==> config.mk <==
export PLATFORM = sky130hd
export DESIGN_NAME = multicycle_control_flat
export DESIGN_NICKNAME = d
export VERILOG_FILES = /design/src/rtl/multicycle_control_pkg.sv /design/src/rtl/multicycle_control_if.sv /design/src/rtl/multicycle_control_mem_wait_counter.sv /design/src/rtl/multicycle_control.sv /design/src/flat_wrapper.sv
export SDC_FILE = /design/constraint.sdc
export NUM_CORES = 1
export LEC_CHECK = 0
export CAP_MARGIN = 0
export CORE_MARGIN = 2
export CORE_UTILIZATION = 40
export DETAILED_ROUTE_END_ITERATION = 8
export PLACE_DENSITY = 0.79
export SLEW_MARGIN = 20
export SYNTH_ARGS = -nofsm -noshare
export SYNTH_HDL_FRONTEND = slang
export SYNTH_HIERARCHICAL = 1
export SYNTH_SLANG_ARGS = --single-unit
==> constraint.sdc <==
create_clock -name clk -period 4.8 [get_ports clk]
set_input_delay 1.44 -clock clk [delete_from_list [all_inputs] [get_ports clk]]
set_output_delay 1.44 -clock clk [all_outputs]
set_load 0.01 [all_outputs]
==> src/rtl/multicycle_control_pkg.sv <==
// Shared definitions for the multi-cycle MIPS main controller: opcodes, FSM states,
// datapath mux codes and the packed control-strobe bundle.
package multicycle_control_pkg;

  localparam logic [5:0] OP_R    = 6'd0;
  localparam logic [5:0] OP_J    = 6'd2;
  localparam logic [5:0] OP_BEQ  = 6'd4;
  localparam logic [5:0] OP_ADDI = 6'd8;
  localparam logic [5:0] OP_LW   = 6'd35;
  localparam logic [5:0] OP_SW   = 6'd43;

  typedef enum logic [3:0] {
    S_FETCH   = 4'd0,
    S_DECODE  = 4'd1,
    S_MEMADR  = 4'd2,
    S_MEMRD   = 4'd3,
    S_MEMWB   = 4'd4,
    S_MEMWR   = 4'd5,
    S_EXEC    = 4'd6,
    S_RWB     = 4'd7,
    S_ADDIEX  = 4'd8,
    S_ADDIWB  = 4'd9,
    S_BRANCH  = 4'd10,
    S_JUMP    = 4'd11,
    S_ILLEGAL = 4'd12
  } state_t;

  localparam logic [1:0] ALU_ADD   = 2'b00;
  localparam logic [1:0] ALU_SUB   = 2'b01;
  localparam logic [1:0] ALU_FUNCT = 2'b10;

  localparam logic [1:0] SRCB_REG     = 2'b00;
  localparam logic [1:0] SRCB_FOUR    = 2'b01;
  localparam logic [1:0] SRCB_IMM     = 2'b10;
  localparam logic [1:0] SRCB_IMM_SH2 = 2'b11;

  localparam logic [1:0] PCSRC_ALU    = 2'b00;
  localparam logic [1:0] PCSRC_ALUOUT = 2'b01;
  localparam logic [1:0] PCSRC_JUMP   = 2'b10;

  typedef struct packed {
    logic       pc_write;
    logic       pc_write_cond;
    logic       i_or_d;
    logic       mem_read;
    logic       mem_write;
    logic       mem_to_reg;
    logic       ir_write;
    logic       reg_write;
    logic       reg_dst;
    logic       alu_src_a;
    logic [1:0] alu_src_b;
    logic [1:0] alu_op;
    logic [1:0] pc_source;
    logic       instr_done;
    logic       illegal_op;
  } ctrl_t;

  // States that wait on the memory before moving on.
  function automatic logic is_mem_state(state_t s);
    return (s == S_FETCH) || (s == S_MEMRD) || (s == S_MEMWR);
  endfunction

endpackage

==> src/rtl/multicycle_control_if.sv <==
// Controller <-> datapath bundle. Strobes are level signals sampled by the datapath on
// the rising clock edge; there is no valid/ready pairing beyond mem_ready, which the
// memory raises in the cycle an access completes and which only matters in memory states.
interface multicycle_control_if;
  logic [5:0] op;
  logic       zero;
  logic       mem_ready;

  logic       pc_write;
  logic       pc_write_cond;
  logic       i_or_d;
  logic       mem_read;
  logic       mem_write;
  logic       mem_to_reg;
  logic       ir_write;
  logic       reg_write;
  logic       reg_dst;
  logic       alu_src_a;
  logic [1:0] alu_src_b;
  logic [1:0] alu_op;
  logic [1:0] pc_source;
  logic       instr_done;
  logic       illegal_op;

  modport master (
    input  op, zero, mem_ready,
    output pc_write, pc_write_cond, i_or_d, mem_read, mem_write, mem_to_reg,
           ir_write, reg_write, reg_dst, alu_src_a, alu_src_b, alu_op,
           pc_source, instr_done, illegal_op
  );

  modport slave (
    output op, zero, mem_ready,
    input  pc_write, pc_write_cond, i_or_d, mem_read, mem_write, mem_to_reg,
           ir_write, reg_write, reg_dst, alu_src_a, alu_src_b, alu_op,
           pc_source, instr_done, illegal_op
  );
endinterface

==> src/rtl/multicycle_control_mem_wait_counter.sv <==
// Fixed-latency memory wait counter: done in the cycle the count reaches MEM_LAT-1.
// Saturates at that value so it can never wrap; clear returns it to zero.
module multicycle_control_mem_wait_counter #(
  parameter int unsigned MEM_LAT = 1
) (
  input  logic clk,
  input  logic rst,
  input  logic clear_i,
  input  logic enable_i,
  output logic done_o
);
  localparam int unsigned CW = (MEM_LAT < 1) ? 1 : $clog2(MEM_LAT + 1);
  localparam logic [CW-1:0] LAST = CW'((MEM_LAT < 1) ? 0 : MEM_LAT - 1);

  logic [CW-1:0] cnt_q, cnt_d;

  assign done_o = (cnt_q == LAST);

  always_comb begin
    cnt_d = cnt_q;
    if (clear_i) begin
      cnt_d = '0;
    end else if (enable_i && !done_o) begin
      cnt_d = cnt_q + CW'(1);
    end
  end

  always_ff @(posedge clk or posedge rst) begin
    if (rst) begin
      cnt_q <= '0;
    end else begin
      cnt_q <= cnt_d;
    end
  end
endmodule

==> src/rtl/multicycle_control.sv <==
// Multi-cycle MIPS main controller: Moore FSM sequencing fetch/decode/execute/memory/
// write-back for lw, sw, R-type, addi, beq and j, with variable memory latency.
module multicycle_control
  import multicycle_control_pkg::*;
#(
  parameter int unsigned MEM_LAT      = 1,
  parameter bit          USE_READY    = 1'b0,
  parameter bit          TRAP_ILLEGAL = 1'b0
) (
  input  logic                  clk,
  input  logic                  rst,
  multicycle_control_if.master  bus,
  output state_t                state_o
);

  state_t state_q, state_d;
  ctrl_t  ctrl;
  logic   in_mem;
  logic   cnt_done;
  logic   mem_done;

  // zero only qualifies the datapath's conditional PC load; the FSM never branches on it.
  logic unused_zero;
  assign unused_zero = bus.zero;

  assign in_mem   = is_mem_state(state_q);
  assign mem_done = in_mem && (USE_READY ? bus.mem_ready : cnt_done);

  multicycle_control_mem_wait_counter #(
    .MEM_LAT (MEM_LAT)
  ) u_wait (
    .clk      (clk),
    .rst      (rst),
    .clear_i  (!in_mem || mem_done),
    .enable_i (in_mem),
    .done_o   (cnt_done)
  );

  always_ff @(posedge clk or posedge rst) begin
    if (rst) begin
      state_q <= S_FETCH;
    end else begin
      state_q <= state_d;
    end
  end

  always_comb begin
    state_d = state_q;
    unique case (state_q)
      S_FETCH:  if (mem_done) state_d = S_DECODE;
      S_DECODE: begin
        case (bus.op)
          OP_LW, OP_SW: state_d = S_MEMADR;
          OP_R:         state_d = S_EXEC;
          OP_ADDI:      state_d = S_ADDIEX;
          OP_BEQ:       state_d = S_BRANCH;
          OP_J:         state_d = S_JUMP;
          default:      state_d = S_ILLEGAL;
        endcase
      end
      S_MEMADR: state_d = (bus.op == OP_SW) ? S_MEMWR : S_MEMRD;
      S_MEMRD:  if (mem_done) state_d = S_MEMWB;
      S_MEMWB:  state_d = S_FETCH;
      S_MEMWR:  if (mem_done) state_d = S_FETCH;
      S_EXEC:   state_d = S_RWB;
      S_RWB:    state_d = S_FETCH;
      S_ADDIEX: state_d = S_ADDIWB;
      S_ADDIWB: state_d = S_FETCH;
      S_BRANCH: state_d = S_FETCH;
      S_JUMP:   state_d = S_FETCH;
      S_ILLEGAL: if (!TRAP_ILLEGAL) state_d = S_FETCH;
      default:  state_d = S_FETCH;
    endcase
  end

  // Strobes that commit state (ir_write, pc_write, sw's instr_done) wait for mem_done.
  always_comb begin
    ctrl = '0;
    unique case (state_q)
      S_FETCH: begin
        ctrl.mem_read  = 1'b1;
        ctrl.alu_src_b = SRCB_FOUR;
        ctrl.alu_op    = ALU_ADD;
        ctrl.pc_source = PCSRC_ALU;
        ctrl.ir_write  = mem_done;
        ctrl.pc_write  = mem_done;
      end
      S_DECODE: ctrl.alu_src_b = SRCB_IMM_SH2;
      S_MEMADR: begin
        ctrl.alu_src_a = 1'b1;
        ctrl.alu_src_b = SRCB_IMM;
      end
      S_MEMRD: begin
        ctrl.mem_read = 1'b1;
        ctrl.i_or_d   = 1'b1;
      end
      S_MEMWB: begin
        ctrl.reg_write  = 1'b1;
        ctrl.mem_to_reg = 1'b1;
        ctrl.instr_done = 1'b1;
      end
      S_MEMWR: begin
        ctrl.mem_write  = 1'b1;
        ctrl.i_or_d     = 1'b1;
        ctrl.instr_done = mem_done;
      end
      S_EXEC: begin
        ctrl.alu_src_a = 1'b1;
        ctrl.alu_op    = ALU_FUNCT;
      end
      S_RWB: begin
        ctrl.reg_write  = 1'b1;
        ctrl.reg_dst    = 1'b1;
        ctrl.instr_done = 1'b1;
      end
      S_ADDIEX: begin
        ctrl.alu_src_a = 1'b1;
        ctrl.alu_src_b = SRCB_IMM;
        ctrl.alu_op    = ALU_ADD;
      end
      S_ADDIWB: begin
        ctrl.reg_write  = 1'b1;
        ctrl.instr_done = 1'b1;
      end
      S_BRANCH: begin
        ctrl.alu_src_a     = 1'b1;
        ctrl.alu_op        = ALU_SUB;
        ctrl.pc_write_cond = 1'b1;
        ctrl.pc_source     = PCSRC_ALUOUT;
        ctrl.instr_done    = 1'b1;
      end
      S_JUMP: begin
        ctrl.pc_write   = 1'b1;
        ctrl.pc_source  = PCSRC_JUMP;
        ctrl.instr_done = 1'b1;
      end
      S_ILLEGAL: ctrl.illegal_op = 1'b1;
      default:   ctrl = '0;
    endcase
    // Reset sits in FETCH, but nothing may be strobed while it is held.
    if (rst) begin
      ctrl = '0;
    end
  end

  assign bus.pc_write      = ctrl.pc_write;
  assign bus.pc_write_cond = ctrl.pc_write_cond;
  assign bus.i_or_d        = ctrl.i_or_d;
  assign bus.mem_read      = ctrl.mem_read;
  assign bus.mem_write     = ctrl.mem_write;
  assign bus.mem_to_reg    = ctrl.mem_to_reg;
  assign bus.ir_write      = ctrl.ir_write;
  assign bus.reg_write     = ctrl.reg_write;
  assign bus.reg_dst       = ctrl.reg_dst;
  assign bus.alu_src_a     = ctrl.alu_src_a;
  assign bus.alu_src_b     = ctrl.alu_src_b;
  assign bus.alu_op        = ctrl.alu_op;
  assign bus.pc_source     = ctrl.pc_source;
  assign bus.instr_done    = ctrl.instr_done;
  assign bus.illegal_op    = ctrl.illegal_op;

  assign state_o = state_q;

endmodule

==> src/flat_wrapper.sv <==
// flat-port wrapper written by rule: the top's interface ports become plain ports
module multicycle_control_flat import multicycle_control_pkg::*;
#(
  parameter int unsigned MEM_LAT      = 1,
  parameter bit          USE_READY    = 1'b0,
  parameter bit          TRAP_ILLEGAL = 1'b0
)
  (clk, rst, state_o, bus_op, bus_zero, bus_mem_ready, bus_pc_write, bus_pc_write_cond, bus_i_or_d, bus_mem_read, bus_mem_write, bus_mem_to_reg, bus_ir_write, bus_reg_write, bus_reg_dst, bus_alu_src_a, bus_alu_src_b, bus_alu_op, bus_pc_source, bus_instr_done, bus_illegal_op);
  multicycle_control_if bus_i ();
  input  logic clk;
  input  logic rst;
  output state_t state_o;
  input wire logic [$bits(bus_i.op)-1:0] bus_op;
  input wire logic [$bits(bus_i.zero)-1:0] bus_zero;
  input wire logic [$bits(bus_i.mem_ready)-1:0] bus_mem_ready;
  output wire logic [$bits(bus_i.pc_write)-1:0] bus_pc_write;
  output wire logic [$bits(bus_i.pc_write_cond)-1:0] bus_pc_write_cond;
  output wire logic [$bits(bus_i.i_or_d)-1:0] bus_i_or_d;
  output wire logic [$bits(bus_i.mem_read)-1:0] bus_mem_read;
  output wire logic [$bits(bus_i.mem_write)-1:0] bus_mem_write;
  output wire logic [$bits(bus_i.mem_to_reg)-1:0] bus_mem_to_reg;
  output wire logic [$bits(bus_i.ir_write)-1:0] bus_ir_write;
  output wire logic [$bits(bus_i.reg_write)-1:0] bus_reg_write;
  output wire logic [$bits(bus_i.reg_dst)-1:0] bus_reg_dst;
  output wire logic [$bits(bus_i.alu_src_a)-1:0] bus_alu_src_a;
  output wire logic [$bits(bus_i.alu_src_b)-1:0] bus_alu_src_b;
  output wire logic [$bits(bus_i.alu_op)-1:0] bus_alu_op;
  output wire logic [$bits(bus_i.pc_source)-1:0] bus_pc_source;
  output wire logic [$bits(bus_i.instr_done)-1:0] bus_instr_done;
  output wire logic [$bits(bus_i.illegal_op)-1:0] bus_illegal_op;
  assign bus_i.op = bus_op;
  assign bus_i.zero = bus_zero;
  assign bus_i.mem_ready = bus_mem_ready;
  assign bus_pc_write = bus_i.pc_write;
  assign bus_pc_write_cond = bus_i.pc_write_cond;
  assign bus_i_or_d = bus_i.i_or_d;
  assign bus_mem_read = bus_i.mem_read;
  assign bus_mem_write = bus_i.mem_write;
  assign bus_mem_to_reg = bus_i.mem_to_reg;
  assign bus_ir_write = bus_i.ir_write;
  assign bus_reg_write = bus_i.reg_write;
  assign bus_reg_dst = bus_i.reg_dst;
  assign bus_alu_src_a = bus_i.alu_src_a;
  assign bus_alu_src_b = bus_i.alu_src_b;
  assign bus_alu_op = bus_i.alu_op;
  assign bus_pc_source = bus_i.pc_source;
  assign bus_instr_done = bus_i.instr_done;
  assign bus_illegal_op = bus_i.illegal_op;
  multicycle_control #(.MEM_LAT(MEM_LAT), .USE_READY(USE_READY), .TRAP_ILLEGAL(TRAP_ILLEGAL)) u_core (.clk(clk), .rst(rst), .bus(bus_i), .state_o(state_o));
endmodule
==> Yosys cells after proc, flatten, opt, wreduce, memory -nomap -nowiden <==
Cells that the tools add are included.
{ "word_totals": {"out_inout_bits": 22, "register_bits": 5, "input_bits": 10, "elab_cells": 65} }
{ "classes": {"add_sub_neg": 1, "eq_ne": 20, "bitwise": 1, "muxes": 24, "n_reduce_logical": 17} }
{ "ops": {"columns": ["cell", "n"], "rows": [
  ["4-bit case mux with 7 select lines", 1],
  ["4-bit == test, second input constant", 5],
  ["4-bit case mux with 5 select lines", 1],
  ["18-bit 2-to-1 mux", 1],
  ["4-bit by 3-bit == test with 1-bit output, second input constant", 4],
  ["6-bit == test, second input constant", 2],
  ["1-bit 2-to-1 mux", 12],
  ["4-bit 2-to-1 mux", 3],
  ["4-bit by 2-bit == test with 1-bit output, second input constant", 2],
  ["2-bit case mux with 2 select lines", 2],
  ["2-bit OR reduction", 4],
  ["6-bit by 2-bit == test with 1-bit output, second input constant", 1],
  ["6-bit by 3-bit == test with 1-bit output, second input constant", 1],
  ["6-bit by 4-bit == test with 1-bit output, second input constant", 1],
  ["6-bit zero test", 1],
  ["2-bit by 1-bit inequality test with 1-bit output, second input constant", 3],
  ["2-bit case mux with 3 select lines", 1],
  ["5-bit OR reduction", 1],
  ["4-bit by 1-bit == test with 1-bit output, second input constant", 1],
  ["4-bit zero test", 1],
  ["1-bit case mux with 2 select lines", 2],
  ["4-bit OR reduction", 1],
  ["1-bit logical OR", 3],
  ["3-bit 2-to-1 mux", 1],
  ["7 further kinds", 8]
]} }

==> Logic depth before layout (Yosys ltp) <==
Gate-level depths: netlist of the first run.
{ "logic_depth": {"depth_word": 6, "depth_mapped": 6, "ltp_nobuf": 5} }

==> Modules after synthesis <==
The synthesis of the first run kept the hierarchy.
{ "by_module_without_submodules": {"columns": ["module", "instances", "seq_area_each_um2", "area_per_inst_um2", "cells_each"], "rows": [
  ["multicycle_control", 1, 100.1, 626.9, 94],
  ["multicycle_control_mem_wait_counter", 1, 25.0, 45.0, 4]
]} }

==> Worst setup path before layout of the first run <==
Ideal clock, no wire load.
{ "synth_path": {"path_type": "input to output", "start": "input rst", "end": "output bus_pc_write", "cell_stages": 4, "setup_slack_ns": 1.005, "t_required_ns": 3.360, "n_path_buf": 1, "t_arrival_ns": 2.355, "path_cell_list": "clkbuf_1 > inv_1 > and4_1 > or2_2"} }
{ "synth_between": {"elab_chain_cells": 1} }
{ "synth_rtl": {"columns": ["item", "line", "source"], "rows": [
  ["start, declared", "flat_wrapper.sv:11", "input logic rst;"],
  ["18-bit 2-to-1 mux", "multicycle_control.sv:141", "if (rst) begin"],
  ["end, declared", "flat_wrapper.sv:16", "output wire logic [$bits(bus_i.pc_write)-1:0] bus_pc_write;"]
]} }
No other way between the ends.

==> Worst setup path after layout of the first run <==
Same ends and word-level chain as after synthesis.

==> out/results.txt, run 1 <==
Max Clk Rate - 0.222 GHz
Primary FF master, synth - dfrtp_1
r2r worst-path depth - 4
clk root buf - clkbuf_4
H-Tree Depth - 1
Top Ports - 32
largest net degree at the start of global routing - 25
Detail Route Antenna Nets - 0
CP Class - in2out
Post-CTS Setup Inserts - 0
DRT Pass-1 Iters - 4
Core Box Area - 0.00154 mm^2
leakage - 0.371 nW
WL/cell - 13.5 um
Yosys top cell area share - 18.6%
GR Layer Usage met3 - 6.00%
area delta synth->final - 46.2%
GP Congestion - 0.776
CP max-delay cell - clkdlybuf4s50_1
YS warnings - 6
clock skew - 0.00667 ns
power per cell area - 457 mW/mm^2
Tightest Pin Transition - 0.726 ns
maximum vdd drop - 0.231 mV
CTS clk-pin slew, worst paths - 0.04 ns
RSZ-0062 raised after global routing - no
largest delay contributor family on the critical path - buffers and inverters
status - finished, final reports clean
Post-DP HPWL - 1.35 mm
Critical path buffers and inverters - 3
CTS max path bufs - 2
final setup TNS - 0 ns
CTS Sinks - 5
Worst Hold Path EP - u_core/u_wait/cnt_q
Synth Area in Adders - 0%
syn nets - 108
synth unique cells - 42
CP Max Fanout - 5
post-cts sizing count - 0
die width - 45.0 um
final slew viol count - 0
Initial Utilization - 43.6%
Final min period - 4.50 ns
Avg Cell Area, Syn - 6.86 um^2
Rel. slew slack - 51.6%
Area contributors post-synth - dfrtp_1 (19%), nor2_1 (7.8%), nand2b_1 (7.4%)
Commonest cells post-synth - nor2_1 (14), nand2_1 (8), nand2b_1 (8)
CTS tree - built
fin crit share - 93.7%
hold-critical path depth - 1
detailed-route via count - 811
Most Used Layer, Global Route - met2
CP max stage delay - 0.56 ns
row count - 14
Crit Reg-Reg Startpoint - u_core/state_o[1]
XOR/XNOR share of the synthesized area - 2.61%
grt ovf - 0
post-synthesis register bit count - 5
CP most frequent cell - clkdlybuf4s50_1
share of cells above drive strength 1 - 9.68%
final hold vios - 0
Final Net Count - 135
DR iter-0 viols - 19
Startpoint Class - input pin
post-route cell area - 982 um^2
critical-path cell list - clkdlybuf4s50_1 > inv_1 > and4_1 > or2_2 > clkdlybuf4s50_1
number of enable-type register cells in the synthesized netlist - 0
Post-Syn Instances - 98
area leader, netlist - dfrtp_1
class of the worst hold path - reg2reg
Placed Area - 955 um^2
simple-gate share of the synthesized area - 45.6%
Crit. End Element - output pin
pre-CTS setup slack - 0.316 ns
fin util - 63.7%
total die area - 0.00202 mm^2
Die H - 45.0 um
mux cell area share after synthesis - 0%
clk_lat worst skew - 0.25 ns
Via density - 5.79
largest family of logic cells by synthesized area - simple AND/OR/NAND/NOR gates
Critical R2R Capture - u_core/u_wait/cnt_q
final worst setup slack - 0.301 ns
Syn Std Cell Area - 672 um^2
CTS Buf Count - 3
WP data arrival - 3.06 ns
HP Start - u_core/u_wait/cnt_q
global-route wire length before repair - 3.24 mm
met1 Usage GRT - 29.9%
internal reg-to-reg setup slack - 3.06 ns
Tot GR Track Use - 21.2%
DRC viols - 0
antenna cells - 0
antenna violations before repair - 0
Synth Area in Compound Gates - 24.6%
M2 GR Usage - 33.7%
WL final - 1.89 mm
post-synthesis sequential area ratio - 18.6%
hold buffers post-CTS - 0
# setup viols final - 0
Synth async-reset ratio - 100%
max-cap viol count - 0
input/output buffers - 29
most common cell in the netlist - nor2_1
vias in the first global route - 710
critical path required time - 3.36 ns
CP startpoint - rst
flip-flops by register name, summed over array words and instances (netlist names):
| name | flops |
|---|---|
| u_core/u_wait/cnt_q | 1 |
| u_core/state_o | 4 |
power by group:
part | leakage [nW] | switching (mW) | internal, mW
registers | 0.0656 | 0.0669 | 0.0549
clock network | 0.0177 | 0.0197 | 0.0303
logic | 0.287 | 0.122 | 0.155
cell usage in the layout (no fill, tap or decap), types with 2 or more instances in the layout:
cell type and count:
o31ai_1 2, o21ai_0 2, nor2_1 14, o21a_1 2, nor3_1 5, nand2_1 8
nand3_1 2, or2_2 2, a21oi_1 5, clkbuf_4 3, buf_4 2, inv_1 4
dfrtp_1 5, clkdlybuf4s50_1 29, nor4_1 3, nand2b_1 8, or3_1 2, a211oi_1 2
stage by stage:
stage	power, mW	cells	hold WS (ns)
detailed placement	0.396	136	0.517
finish	0.448	140	0.538
global placement	0.393	136	0.505
floorplan	0.281	98	0.491
CTS	0.448	140	0.550
global route	0.493	140	0.583
kinds of logic after synthesis:
logic type | Yosys count
compound gates | 23
buf+inv | 13
flops | 5
xor+xnor | 2
simple gates | 55
how the worst max path moves through the flow:
stage                              end  slack [ns]  cells after the start
after detailed placement  bus_pc_write        0.32                      5
after CTS                 bus_pc_write        0.31                      5
final                     bus_pc_write        0.30                      5
after global routing      bus_pc_write        0.16                      6
after floorplan           bus_pc_write        1.00                      4
after global placement    bus_pc_write        0.32                      5
final cells by class:
class	count	area (um^2)
Timing Repair Buffer	31	305
Fill cell	154	559
Sequential cell	5	125
Clock buffer	3	22.5
Tap cell	16	20.0
Clock inverter	1	5.00
Multi-Input combinational cell	80	489
Inverter	4	15.0
worst register-to-register path: stages, from the launching register on:
cell,delay (ns)
dfrtp_1,0.81
xnor2_1,0.16
a211oi_1,0.39
nand2b_1,0.12
nor3b_2,0.18
metal layers:
| metal | wire (um) | vias up |
|---|---|---|
| li1 | - | 403 |
| met1 | 861 | 381 |
| met2 | 919 | 27 |
| met3 | 107 | 0 |
| met4 | 0 | 0 |
| met5 | 0 | - |
(Power assumes the default switching activity.)
==> run 2, diff against run 1 <==
Clock period 4.8 ns to 5.15 ns, I/O delays scaled along.
==> out/results.txt, run 2 (synthesis results as in run 1) <==
post-route cell area - 973 um^2
Initial Utilization - 43.6%
row count - 14
final slew viol count - 0
clock skew - 0.00208 ns
final worst setup slack - 0.320 ns
input/output buffers - 29
DR iter-0 viols - 27
hold buffers post-CTS - 0
maximum vdd drop - 0.222 mV
most frequent cells in the layout - clkdlybuf4s50_1 (29), nor2_1 (14), nand2b_1 (8), nand2_1 (8)
clk_lat worst skew - 0.24 ns
WL/cell - 13.1 um
# setup viols final - 0
fin util - 63.1%
area delta synth->final - 44.9%
CTS Buf Count - 3
Top Ports - 32
leakage - 0.363 nW
global-route wire length before repair - 2.93 mm
Tot GR Track Use - 19.6%
Final min period - 4.83 ns
vias in the first global route - 675
max-cap viol count - 0
pre-CTS setup slack - 0.316 ns
CTS Sinks - 5
share of cells above drive strength 1 - 8.13%
Max Clk Rate - 0.207 GHz
CTS tree - built
antenna cells - 0
CTS clk-pin slew, worst paths - 0.04 ns
critical path required time - 3.61 ns
Die H - 45.0 um
Switch Pwr - 0.192 mW
WL final - 1.83 mm
power per cell area - 428 mW/mm^2
Core Box Area - 0.00154 mm^2
Post-DP HPWL - 1.34 mm
Via density - 5.77
proportion of power drawn by the clock network - 10.8%
post-cts sizing count - 0
Crit. End Element - output pin
max reg flops - 4
total die area - 0.00202 mm^2
clk root buf - clkbuf_4
Startpoint Class - input pin
die width - 45.0 um
DRT Pass-1 Iters - 4
antenna violations before repair - 0
Final Net Count - 134
status - finished, final reports clean
switching part of the total power - 46.1%
DRC viols - 0
Int Pwr - 0.224 mW
largest net degree at the start of global routing - 25
fin crit share - 93.8%
detailed-route via count - 802
Placed Area - 947 um^2
WP data arrival - 3.28 ns
final hold vios - 0
class of the worst hold path - reg2reg
final setup TNS - 0 ns
RSZ-0062 raised after global routing - no
Reg power frac - 27.4%
grt ovf - 0
Rel. slew slack - 51.1%
CP Class - in2out
H-Tree Depth - 1
Detail Route Antenna Nets - 0
Logic pwr share - 61.8%
Post-CTS Setup Inserts - 0
Tightest Pin Transition - 0.734 ns
most common cell after layout, fill and taps aside - clkdlybuf4s50_1
GP Congestion - 0.790
CP Max Fanout - 7
Pwr Total - 0.416 mW
CTS max path bufs - 2
## run 2: cell count changes in the layout (fill, tap and decap cells not counted)
cell / delta
buf_4: -1
clkbuf_1: +1
clkinv_2: -1
## run 2: layer usage
| layer | vias up | wire (um) | GRT usage (%) |
|---|---|---|---|
| li1 | 402 | - | - |
| met1 | 376 | 840 | 26.0 |
| met2 | 24 | 909 | 32.3 |
| met3 | 0 | 77 | 4.80 |
| met4 | 0 | 0 | 3.53 |
| met5 | - | 0 | 0 |
## run 2: layout make-up
cell class	instances	area (um^2)
inverter	4	15.0
multi-input combinational	80	489
fill	153	568
clock buffer	4	26.3
timing repair buffer	30	298
tap	16	20.0
sequential	5	125
## run 2: final timing paths
path                                     start             endpoint  slack, ns  depth (start not counted)
min in group asynchronous                  rst  u_core/u_wait/cnt_q       1.60                          2
setup reg to reg             u_core/state_o[1]  u_core/u_wait/cnt_q       3.41                          4
hold reg to reg            u_core/u_wait/cnt_q  u_core/u_wait/cnt_q       0.52                          1
hold / removal             u_core/u_wait/cnt_q  u_core/u_wait/cnt_q       0.52                          1
max in group asynchronous                  rst    u_core/state_o[2]       3.25                          2
setup / recovery                           rst         bus_pc_write       0.32                          5
## run 2: power groups by stage
| stage | registers, mW | logic (mW) | clock network, mW |
|---|---|---|---|
| after floorplan | 0.0690 | 0.193 | 0 |
| after global placement | 0.111 | 0.254 | 0 |
| after detailed placement | 0.114 | 0.256 | 0 |
| after CTS | 0.113 | 0.257 | 0.0451 |
| after global routing | 0.121 | 0.285 | 0.0481 |
| final | 0.114 | 0.257 | 0.0451 |
## run 2: metrics by stage
stage          hold slack (ns)  std cells
3_5_place_dp             0.518        135
6_report                 0.519        139
5_1_grt                  0.555        139
4_1_cts                  0.528        139
3_3_place_gp             0.505        135
2_1_floorplan            0.491         98
## run 2: worst max-delay path: stages
cell and delay, ns:
clkdlybuf4s50_1 0.58, inv_1 0.19, and4_1 0.20, or2_2 0.29
clkdlybuf4s50_1 0.48
